`src/rtl/mbist_mem_collar.sv`:
```
// mbist_mem_collar: BIST/functional collar around a synchronous single-port RAM.
// Arbitrates array ownership, pipelines read data with rd_lat cycles of latency
// and applies a deterministic stuck-at fault on one configurable cell bit.
module mbist_mem_collar #(
   parameter int unsigned aw     = 4,
   parameter int unsigned dw     = 4,
   parameter int unsigned tcsw   = 2,
   parameter int unsigned rd_lat = 1
) (
   input  logic                  clk,
   input  logic                  rst,
   input  logic                  test_en,
   input  logic [aw-1:0]         tas_in,
   input  logic [tcsw-1:0]       tcs_in,
   input  logic [dw-1:0]         tds_in,
   input  logic [aw-1:0]         func_addr,
   input  logic                  func_re,
   input  logic                  func_we,
   input  logic [dw-1:0]         func_wdata,
   output logic [dw-1:0]         func_rdata,
   output logic [dw-1:0]         mem_out,
   output logic                  mem_valid_out,
   output logic                  test_active_out,
   input  logic                  fi_en,
   input  logic [aw-1:0]         fi_addr,
   input  logic [$clog2(dw)-1:0] fi_bit,
   input  logic                  fi_val
);

   localparam int unsigned DEPTH = 2 ** aw;

   typedef enum logic [1:0] {
      ST_FUNC  = 2'd0,
      ST_DRAIN = 2'd1,
      ST_TEST  = 2'd2
   } state_t;

   state_t          state_q, state_d;
   logic [dw-1:0]   mem_q [DEPTH];

   logic            own_test, own_func, rd_req, wr_req, fi_hit, pipe_empty;
   logic [aw-1:0]   acc_addr;
   logic [dw-1:0]   acc_wdata, fi_mask, fi_force, rd_data, wr_data;

   logic            rd0_v_q, rd0_v_d, rd0_bist_q, rd0_bist_d;
   logic [dw-1:0]   rd0_data_q, rd0_data_d;
   logic            rd1_v_q, rd1_v_d, rd1_bist_q, rd1_bist_d;
   logic [dw-1:0]   rd1_data_q, rd1_data_d;
   logic            res_v, res_bist;
   logic [dw-1:0]   res_data;

   logic [dw-1:0]   mem_out_q, mem_out_d, func_rdata_q, func_rdata_d;
   logic            mem_valid_q, mem_valid_d, test_active_q, test_active_d;

   // Ownership state register
   always_ff @(posedge clk) begin
      if (rst) state_q <= ST_FUNC;
      else     state_q <= state_d;
   end

   // Ownership next state: leave DRAIN only once no read is still in flight
   always_comb begin
      state_d = state_q;
      unique case (state_q)
         ST_FUNC:  if (test_en)  state_d = ST_DRAIN;
         ST_TEST:  if (!test_en) state_d = ST_DRAIN;
         ST_DRAIN: if (pipe_empty) state_d = test_en ? ST_TEST : ST_FUNC;
         default:  state_d = ST_FUNC;
      endcase
   end

   // Port select, access decode and fault overlay on both read and write data
   always_comb begin
      own_test  = (state_q == ST_TEST);
      own_func  = (state_q == ST_FUNC);
      rd_req    = 1'b0;
      wr_req    = 1'b0;
      acc_addr  = func_addr;
      acc_wdata = func_wdata;
      if (own_test) begin
         rd_req    = tcs_in[0];
         wr_req    = tcs_in[1];
         acc_addr  = tas_in;
         acc_wdata = tds_in;
      end else if (own_func) begin
         rd_req    = func_re;
         wr_req    = func_we;
      end
      fi_hit   = fi_en && (acc_addr == fi_addr) && (32'(fi_bit) < dw);
      fi_mask  = fi_hit ? (dw'(1) << fi_bit) : '0;
      fi_force = fi_val ? fi_mask : '0;
      rd_data  = (mem_q[acc_addr] & ~fi_mask) | fi_force;
      wr_data  = (acc_wdata & ~fi_mask) | fi_force;
   end

   // Array write port; contents deliberately survive reset
   always_ff @(posedge clk) begin
      if (!rst && wr_req) mem_q[acc_addr] <= wr_data;
   end

   // Read pipeline next values; each entry is tagged with the issuing port
   always_comb begin
      rd0_v_d    = rd_req;
      rd0_bist_d = own_test;
      rd0_data_d = rd_data;
      rd1_v_d    = rd0_v_q;
      rd1_bist_d = rd0_bist_q;
      rd1_data_d = rd0_data_q;
      pipe_empty = !rd0_v_q && ((rd_lat < 2) || !rd1_v_q);
   end

   // Output next values: route retiring read to its port, hold otherwise
   always_comb begin
      res_v         = rd0_v_q;
      res_bist      = rd0_bist_q;
      res_data      = rd0_data_q;
      if (rd_lat >= 2) begin
         res_v    = rd1_v_q;
         res_bist = rd1_bist_q;
         res_data = rd1_data_q;
      end
      test_active_d = (state_q == ST_TEST);
      mem_valid_d   = res_v && res_bist;
      mem_out_d     = (res_v && res_bist)  ? res_data : mem_out_q;
      func_rdata_d  = (res_v && !res_bist) ? res_data : func_rdata_q;
   end

   // Pipeline and output registers; reset drops any reads in flight
   always_ff @(posedge clk) begin
      if (rst) begin
         rd0_v_q       <= 1'b0;
         rd0_bist_q    <= 1'b0;
         rd0_data_q    <= '0;
         rd1_v_q       <= 1'b0;
         rd1_bist_q    <= 1'b0;
         rd1_data_q    <= '0;
         mem_out_q     <= '0;
         mem_valid_q   <= 1'b0;
         func_rdata_q  <= '0;
         test_active_q <= 1'b0;
      end else begin
         rd0_v_q       <= rd0_v_d;
         rd0_bist_q    <= rd0_bist_d;
         rd0_data_q    <= rd0_data_d;
         rd1_v_q       <= rd1_v_d;
         rd1_bist_q    <= rd1_bist_d;
         rd1_data_q    <= rd1_data_d;
         mem_out_q     <= mem_out_d;
         mem_valid_q   <= mem_valid_d;
         func_rdata_q  <= func_rdata_d;
         test_active_q <= test_active_d;
      end
   end

   assign mem_out         = mem_out_q;
   assign mem_valid_out   = mem_valid_q;
   assign func_rdata      = func_rdata_q;
   assign test_active_out = test_active_q;

endmodule

```
`config.mk`:
```
export PLATFORM = sky130hd
export DESIGN_NAME = mbist_mem_collar
export DESIGN_NICKNAME = d
export VERILOG_FILES = /design/src/rtl/mbist_mem_collar.sv
export SDC_FILE = /design/constraint.sdc
export NUM_CORES = 1
export LEC_CHECK = 0
export CAP_MARGIN = 20
export CORE_ASPECT_RATIO = 0.75
export CORE_MARGIN = 5
export CORE_UTILIZATION = 58
export CTS_BUF_LIST = sky130_fd_sc_hd__clkbuf_2
export DETAILED_ROUTE_END_ITERATION = 12
export PLACE_DENSITY = 0.82
export SLEW_MARGIN = 20
export SYNTH_ARGS = -nofsm -noshare
export SYNTH_HDL_FRONTEND = slang
export SYNTH_SLANG_ARGS = --single-unit
```
`constraint.sdc`:
```
create_clock -name clk -period 3.24 [get_ports clk]
set_input_delay 0.324 -clock clk [delete_from_list [all_inputs] [get_ports clk]]
set_output_delay 0.324 -clock clk [all_outputs]
set_load 0.03 [all_outputs]
```
* Word level (Yosys, flattened, before mapping) *
Memory sizes are Yosys's and may differ from the RTL's.
Cells that the tools add are included.

storage, ports and cells
  register bits after elaboration = 17
  memory bits (writable) = 64
  input bits = 31
  output and inout port bits = 10
  word-level logic and storage cells = 43
  memories = 1

memories
  name   words  bits a word  rd ports  clocked after Yosys merged registers in  write ports  line  RTL
  mem_q  16     4            1         0                                        1            39    logic [dw-1:0] mem_q [DEPTH];

operators by class
  equality and inequality tests = 6
  shifts and indexed selects = 1
  multiplexer cells = 15
  bitwise operators = 5
  reductions and logical operators = 8

operators with widths
  kind                 count
  $mux 4               4
  $and 4x4->4          2
  $mux 2               4
  $or 4x4->4           2
  $mux 1               6
  $ne 2x2->1 const B   3
  $pmux 2 s3           1
  $eq 4x4->1           1
  $logic_and 1x1->1    4
  $not 4->4            1
  $shl 1x2->4 const A  1
  $reduce_and 3->1     1
  $eq 2x1->1 const B   1
  $eq 2x2->1 const B   1
  $logic_not 1->1      2
  $logic_not 2->1      1

* Logic depth before layout (Yosys ltp) *
Gate-level depths: netlist (run 1).

  depth after elaboration = 8
  depth in mapped cells = 10
  depth with buffers taken out = 6

* Worst setup path before layout (run 1) *
OpenSTA, ideal clock, no wires.

  path kind = register -> register
  start = register state_q[1]
  end = memory mem_q[0][0] (data pin)
  library setup time = 0.302 ns
  arrival time = 2.307 ns
  required time = 2.938 ns
  slack = 0.630 ns
  cell stages (with the launch flop) = 9
  path buffers = 2
  period minus slack after synthesis = 2.610 ns
  cell sequence = dfxtp_1 > buf_6 > nor2b_4 > buf_6 > mux2_4 > xnor2_2 > nand3_2 > or4_4 > a31oi_1

on the way
  cells in the longest elaborated chain, start to end = 8
  elaborated cells between the ends (all ways) = 10
  classes of those cells = eq/ne: 2; mux: 4; bitwise: 3; reduce/logical: 1

ends and longest elaborated chain
  item                      line  RTL
  start: declaration        38    state_t state_q, state_d;
  start signal: assignment  58    else state_q <= state_d;
  $eq 2x2->1 *              74    own_test = (state_q == ST_TEST);
  $mux 4                    80    if (own_test) begin
  $eq 4x4->1                89    fi_hit = fi_en && (acc_addr == fi_addr) && (32'(fi_bit) < dw);
  $logic_and 1x1->1         89
  $mux 4                    90    fi_mask = fi_hit ? (dw'(1) << fi_bit) : '0;
  $not 4->4                 93    wr_data = (acc_wdata & ~fi_mask) | fi_force;
  $and 4x4->4               93
  $or 4x4->4 *              93
  net wr_data[0]            43    logic [dw-1:0] acc_wdata, fi_mask, fi_force, rd_data, wr_data;
  end: declaration          39

Mark *: on every way through the listed nets, which the timed path passes. The rest lies on a longest branch.

* Worst setup path after layout (run 1) *
  start = register state_q[1]
  end = memory mem_q[8][0] (data pin)

Same word-level chain as after synthesis.

==> results.md, run 1 <==
- Worst Setup Start Kind: flop
- DRC Markers: 0
- Die height: 78.2 um
- Setup violators final: 0
- Starting DRT DRC Count: 251
- Cell Pwr Density: 472 nW/um^2
- CTS tree: yes
- Total wire length: 8340 um
- Worst Setup End Kind: flop
- Worst-Margin Slew: 0.530 ns
- WS Path Type: reg2reg
- Family with the most delay on the worst path: simple AND/OR/NAND/NOR gates
- Min-delay worst type: in2reg
- # diodes: 0
- Synth Net Count: 310
- Synth Cell Area: 3590 um^2
- DR vias/cell: 6.05
- Fillcell total: 410
- # resized after CTS: 0
- CTS Sinks: 81
- Total negative setup slack: 0 ns
- Worst relative slew slack: 64.4%
- GPL Wtd Cong: 0.935
- Post-DP HPWL: 6010 um
- H-tree depth: 3
- Core ar.: 5920 um^2
- Synth area leaders: edfxtp_1, dfxtp_1, mux2i_1
- Final ANT Viol Nets: 0
- Area of the multi-input gates: 1230 um^2
- Syn Inst Count: 279
- Slowest stage delay, CP: 0.54 ns
- I/O Pins: 41
- Slew Limit Fails: 0
- DRT Pass-1 Iters: 5
- Leakage: 1.46 nW
- Total gr overflow: 0
- Setup bufs post-CTS: 0
- Ys flop type: edfxtp_1
- Clk_lat worst skew: 0.52 ns
- Worst Path Arrival: 3.19 ns
- Die width: 101 um
- Yosys reg bits: 81
- Root Buffer: clkbuf_2
- Routed WL per cell: 20.2 um
- Min cycle time layout: 2.83 ns
- Post-synth EDFFs: 64
- Max Clock Freq: 353 MHz
- Maxcap violations: 0
- Largest net degree at the start of global routing: 22
- Hold Vio Cnt, Final: 0
- Top cell type's share of synthesized area: 53.5%
- Seq/Total Area, Yosys: 63.0%
- Required @ worst endpoint: 3.60 ns
- Placed cell count: 396
- Max VDD drop: 0.340 mV
- TritonCTS buffer count: 9
- RSZ-0062 raised after global routing: false
- Reg area: 2260 um^2
- Non-Filler Instances: 412
- Layout cells sized above 1: 13.5%
- Die ar.: 7890 um^2
- Hold_buf cts: 0
- Mean post-synth cell area: 12.9 um^2
- DR vias: 2491
- Status: complete, no violations
- Ys async rst share: 0%
- Area growth from synthesis to layout: 18.2%
- Clk_skew: 0.0176 ns
- Site row count: 24
- First-pass GRT wire length: 13000 um
- Gr usage total: 22.2%
- Slowest CP cell: dfxtp_1
- Initial antenna violation count: 0
- I/O Buffers: 40
- Worst path bufs/invs: 1
- Worst-path maximum fanout: 16
- Initial core utilization: 60.7%
- Clk slew on worst S/H paths: 0.21 ns
- Cells along the critical path: nor2b_4 > mux2_4 > xnor2_2 > nand3_2 > or4_4 > a31oi_1 > buf_4
- Cell taking the most area after synthesis: edfxtp_1
- Nets: 360
- CTS max path bufs: 2
- Vias in the first global route: 2352
- Fin crit share: 87.3%
- Yosys cell types: 46
- Syn. warnings: 0
[worst register-to-register path, delay by kind of cell (launching register included)]
kind | cells | cell delay [ns]
mux | 1 | 0.39
compound gates | 1 | 0.16
buf+inv | 1 | 0.24
flops | 1 | 0.54
xor+xnor | 1 | 0.15
simple gates | 3 | 1.18
[layout by cell type, fill, tap and decap left out, drive strengths merged, types with 4 or more instances in the layout]
| cell | Yosys | layout |
|---|---|---|
| clkbuf | 7 | 9 |
| or3 | 4 | 4 |
| nand3b | 5 | 5 |
| edfxtp | 64 | 64 |
| dfxtp | 17 | 17 |
| a211oi | 4 | 4 |
| nand2 | 38 | 38 |
| a31oi | 12 | 12 |
| nor2 | 25 | 25 |
| nand3 | 9 | 9 |
| nand2b | 4 | 4 |
| clkdlybuf4s50 | 0 | 40 |
| o221ai | 6 | 6 |
| clkinv | 0 | 5 |
| mux2i | 25 | 25 |
| a21oi | 8 | 8 |
| mux2 | 4 | 4 |
| buf | 7 | 13 |
| inv | 5 | 5 |
[path summary, 6_finish.rpt]
check	start	end	slack, ns	cells past startpoint
worst max-delay path	state_q[1]	mem_q[8][0]	0.41	7
worst min register to register	mem_out[2]	mem_out[2]	0.47	2
worst min-delay path	func_re	rd0_v_q	0.40	3
worst max register to register	state_q[1]	mem_q[8][0]	0.41	7
[through the flow]
| stage | cell area (um^2) | utilization [%] | power (mW) | setup slack (ns) | hold WS [ns] |
|---|---|---|---|---|---|
| 4_1_cts | 4250 | 71.8 | 2.01 | 0.452 | 0.354 |
| 3_5_place_dp | 4110 | 69.4 | 1.42 | 0.537 | 0.448 |
| 3_3_place_gp | 4110 | 69.4 | 1.42 | 0.603 | 0.444 |
| 5_1_grt | 4250 | 71.8 | 2.08 | 0.272 | 0.383 |
| 2_1_floorplan | 3590 | - | 1.32 | 0.630 | 0.443 |
| 6_report | 4250 | 71.8 | 2.00 | 0.410 | 0.395 |
[kinds of logic (layout without fill, tap and decap cells)]
kind of cell    count (synthesis)  count (layout)  synth area share (%)
mux                            31              31                  9.89
flops                          81              81                  63.0
simple gates                  101             101                  13.8
buf+inv                        19              74                  2.79
xor+xnor                        4               4                  1.60
compound gates                 43              43                  8.95
[power by group]
part	leakage [nW]	internal, mW	switching (mW)
Clock	0.0835	0.256	0.341
Sequential	0.715	1.14	0.0130
Combinational	0.665	0.113	0.137
Total	1.46	1.51	0.492
[synth_stat cells, drive strengths merged, types with 3 or more instances]
| cell | number |
|---|---|
| nor4 | 3 |
| nand2 | 38 |
| mux2 | 4 |
| a21oi | 8 |
| edfxtp | 64 |
| xnor2 | 3 |
| clkbuf | 7 |
| a31oi | 12 |
| inv | 5 |
| a32oi | 3 |
| nor2 | 25 |
| nand3 | 9 |
| mux2i | 25 |
| a22oi | 3 |
| buf | 7 |
| nand3b | 5 |
| a211oi | 4 |
| nand2b | 4 |
| or3 | 4 |
| dfxtp | 17 |
| o221ai | 6 |
| nor3b | 3 |
[layer usage]
| layer | track usage (%) | vias to the layer above | share of wire (%) |
|---|---|---|---|
| met4 | 8.10 | 0 | 1.5 |
| li1 | - | 1157 | - |
| met1 | 32.9 | 1185 | 45 |
| met3 | 6.91 | 15 | 11 |
| met2 | 30.6 | 134 | 43 |
| met5 | 0 | - | 0 |
[area by class of cell]
class                           count  share of cell area (%)
Clock buffer                        9                    1.06
Sequential cell                    81                    53.3
Multi-Input combinational cell    179                    29.0
Clock inverter                      7                    2.24
Inverter                            5                   0.442
Tap cell                           78                    2.30
Timing Repair Buffer               53                    11.7
[state kept, by name, summed over array words and instances (netlist names)]
signal / count
mem_q: 64
rd0_data_q: 4
func_rdata: 4
mem_valid_out: 1
test_active_out: 1
state_q: 2
rd0_v_q: 1
mem_out: 4
Power figures use the tool's default switching activity.
==> run 2, diff against run 1 <==
CTS_CLUSTER_DIAMETER = 80   (was unset)
clock period = 3.1 ns   (was 3.24 ns; I/O delays follow)
==> results.md, run 2 (synthesis gave the netlist of run 1 again) <==
- Slew Limit Fails: 0
- Worst Setup Start Kind: flop
- Vias in the first global route: 2449
- WS Path Type: reg2reg
- Site row count: 24
- Starting DRT DRC Count: 289
- Fin util: 72.0%
- Non-Filler Instances: 414
- Biggest register: mem_q
- Maxcap violations: 0
- Most common cell after layout, fill and taps aside: edfxtp_1
- DRT Pass-1 Iters: 5
- Largest net degree at the start of global routing: 33
- Total Power: 2.10 mW
- Initial core utilization: 60.7%
- Max Clock Freq: 342 MHz
- Area post-placement: 4120 um^2
- Nets: 362
- Routed WL per cell: 21.3 um
- Leakage: 1.47 nW
- RSZ-0062 raised after global routing: false
- Worst setup margin: 0.172 ns
- Hold Vio Cnt, Final: 0
- First-pass GRT wire length: 13700 um
- DR vias/cell: 6.15
- Clk_lat worst skew: 0.53 ns
- Placed cell count: 398
- Layout cells sized above 1: 14.0%
- Worst Setup End Kind: flop
- Final ANT Viol Nets: 0
- Reg-to-reg endpoint: rd0_data_q[2]
- I/O Buffers: 40
- R2R setup slack: 0.17 ns
- Worst-path maximum fanout: 11
- Total wire length: 8810 um
- Met2 Track Usage GR: 33.4%
- # resized after CTS: 0
- Commonest cells after routing, fill and taps aside: edfxtp_1, clkdlybuf4s50_1, nand2_1
- Initial antenna violation count: 0
- Min-delay worst type: in2reg
- CTS Sinks: 81
- Hold_buf cts: 0
- Status: complete, no violations
- DR vias: 2547
- GRT Max-Usage Layer: met1
- Setup violators final: 0
- Post-DP HPWL: 6540 um
- Gr usage total: 23.6%
- Cell Pwr Density: 493 nW/um^2
- Clk_skew: 0.0147 ns
- Dpl ws: 0.259 ns
- DRC Markers: 0
- Clk slew on worst S/H paths: 0.21 ns
- Critical Path Source: state_q[1]
- Layout Cell Area excl Fill: 4260 um^2
- Met1 usage: 35.6%
- Setup bufs post-CTS: 0
- I/O Pins: 41
- Root Buffer: clkbuf_2
- R2R cell count: 7
- Die height: 78.2 um
- Fillcell total: 399
- TritonCTS buffer count: 9
- Worst relative slew slack: 55.1%
- Largest register FFs: 64
- Crit path to: rd0_data_q[2]
- Worst Path Arrival: 3.36 ns
- Core ar.: 5920 um^2
- H-tree depth: 3
- CTS max path bufs: 2
- Area growth from synthesis to layout: 18.6%
- # diodes: 0
- Total negative setup slack: 0 ns
- Die width: 101 um
- Required @ worst endpoint: 3.53 ns
- Met3 GRT Util: 7.00%
- CTS tree: yes
- Start of the worst register-to-register path: state_q[1]
- Die ar.: 7890 um^2
- Worst-Margin Slew: 0.667 ns
- Min cycle time layout: 2.93 ns
- GPL Wtd Cong: 0.932
- Total gr overflow: 0
- Max VDD drop: 0.363 mV
- Hold Worst Slack: 0.401 ns
- Fin crit share: 94.4%
[run 2: changes by cell type in the layout (fill, tap and decap cells not counted)]
cell        change
clkinvlp_4      +1
inv_6           +1
buf_4           +2
clkinv_4        -2
[run 2: cell type report]
class | count | area, um^2 | area share, %
inverters | 5 | 18.8 | 0.440
repair buffers | 55 | 513 | 12.0
clock buffers | 9 | 45.0 | 1.06
flip-flops and latches | 81 | 2260 | 53.1
well taps | 78 | 97.6 | 2.29
multi-input cells | 179 | 1230 | 28.9
clock inverters | 7 | 93.8 | 2.20
[run 2: report_power, final]
part | switching (mW) | internal [mW] | leakage [nW] | total [mW]
Combinational | 0.144 | 0.118 | 0.675 | 0.262
Sequential | 0.0146 | 1.20 | 0.715 | 1.21
Clock | 0.359 | 0.267 | 0.0799 | 0.626
Total | 0.518 | 1.58 | 1.47 | 2.10
[run 2: critical path: stages (launching register included)]
cell      delay (ns)
dfxtp_1         0.57
nor2b_4         0.36
buf_4           0.24
mux2i_2         0.52
mux4_2          0.58
a2bb2o_4        0.23
a31oi_1         0.22
a211oi_1        0.11
[run 2: worst min path at each step]
| stage | startpoint | endpoint | slack (ns) | depth (start not counted) |
|---|---|---|---|---|
| global route | test_en | state_q[1] | 0.34 | 2 |
| finish | test_en | state_q[1] | 0.40 | 2 |
| floorplan | rd0_data_q[0] | mem_out[0] | 0.44 | 2 |
| CTS | test_en | state_q[1] | 0.36 | 2 |
| detailed placement | mem_out[1] | mem_out[1] | 0.45 | 2 |
| global placement | mem_out[2] | mem_out[2] | 0.44 | 2 |
[run 2: layer usage]
metal / routed length, um / part of all wire [%]
met5: 0 / 0
met4: 136 / 1.5
met3: 943 / 11
met2: 3940 / 45
met1: 3780 / 43
==> run 3, diff against run 2 <==
HOLD_SLACK_MARGIN = 0.05   (was unset)
==> results of run 3 <==
Final layout, timing and power as in run 2 (identical DEF).
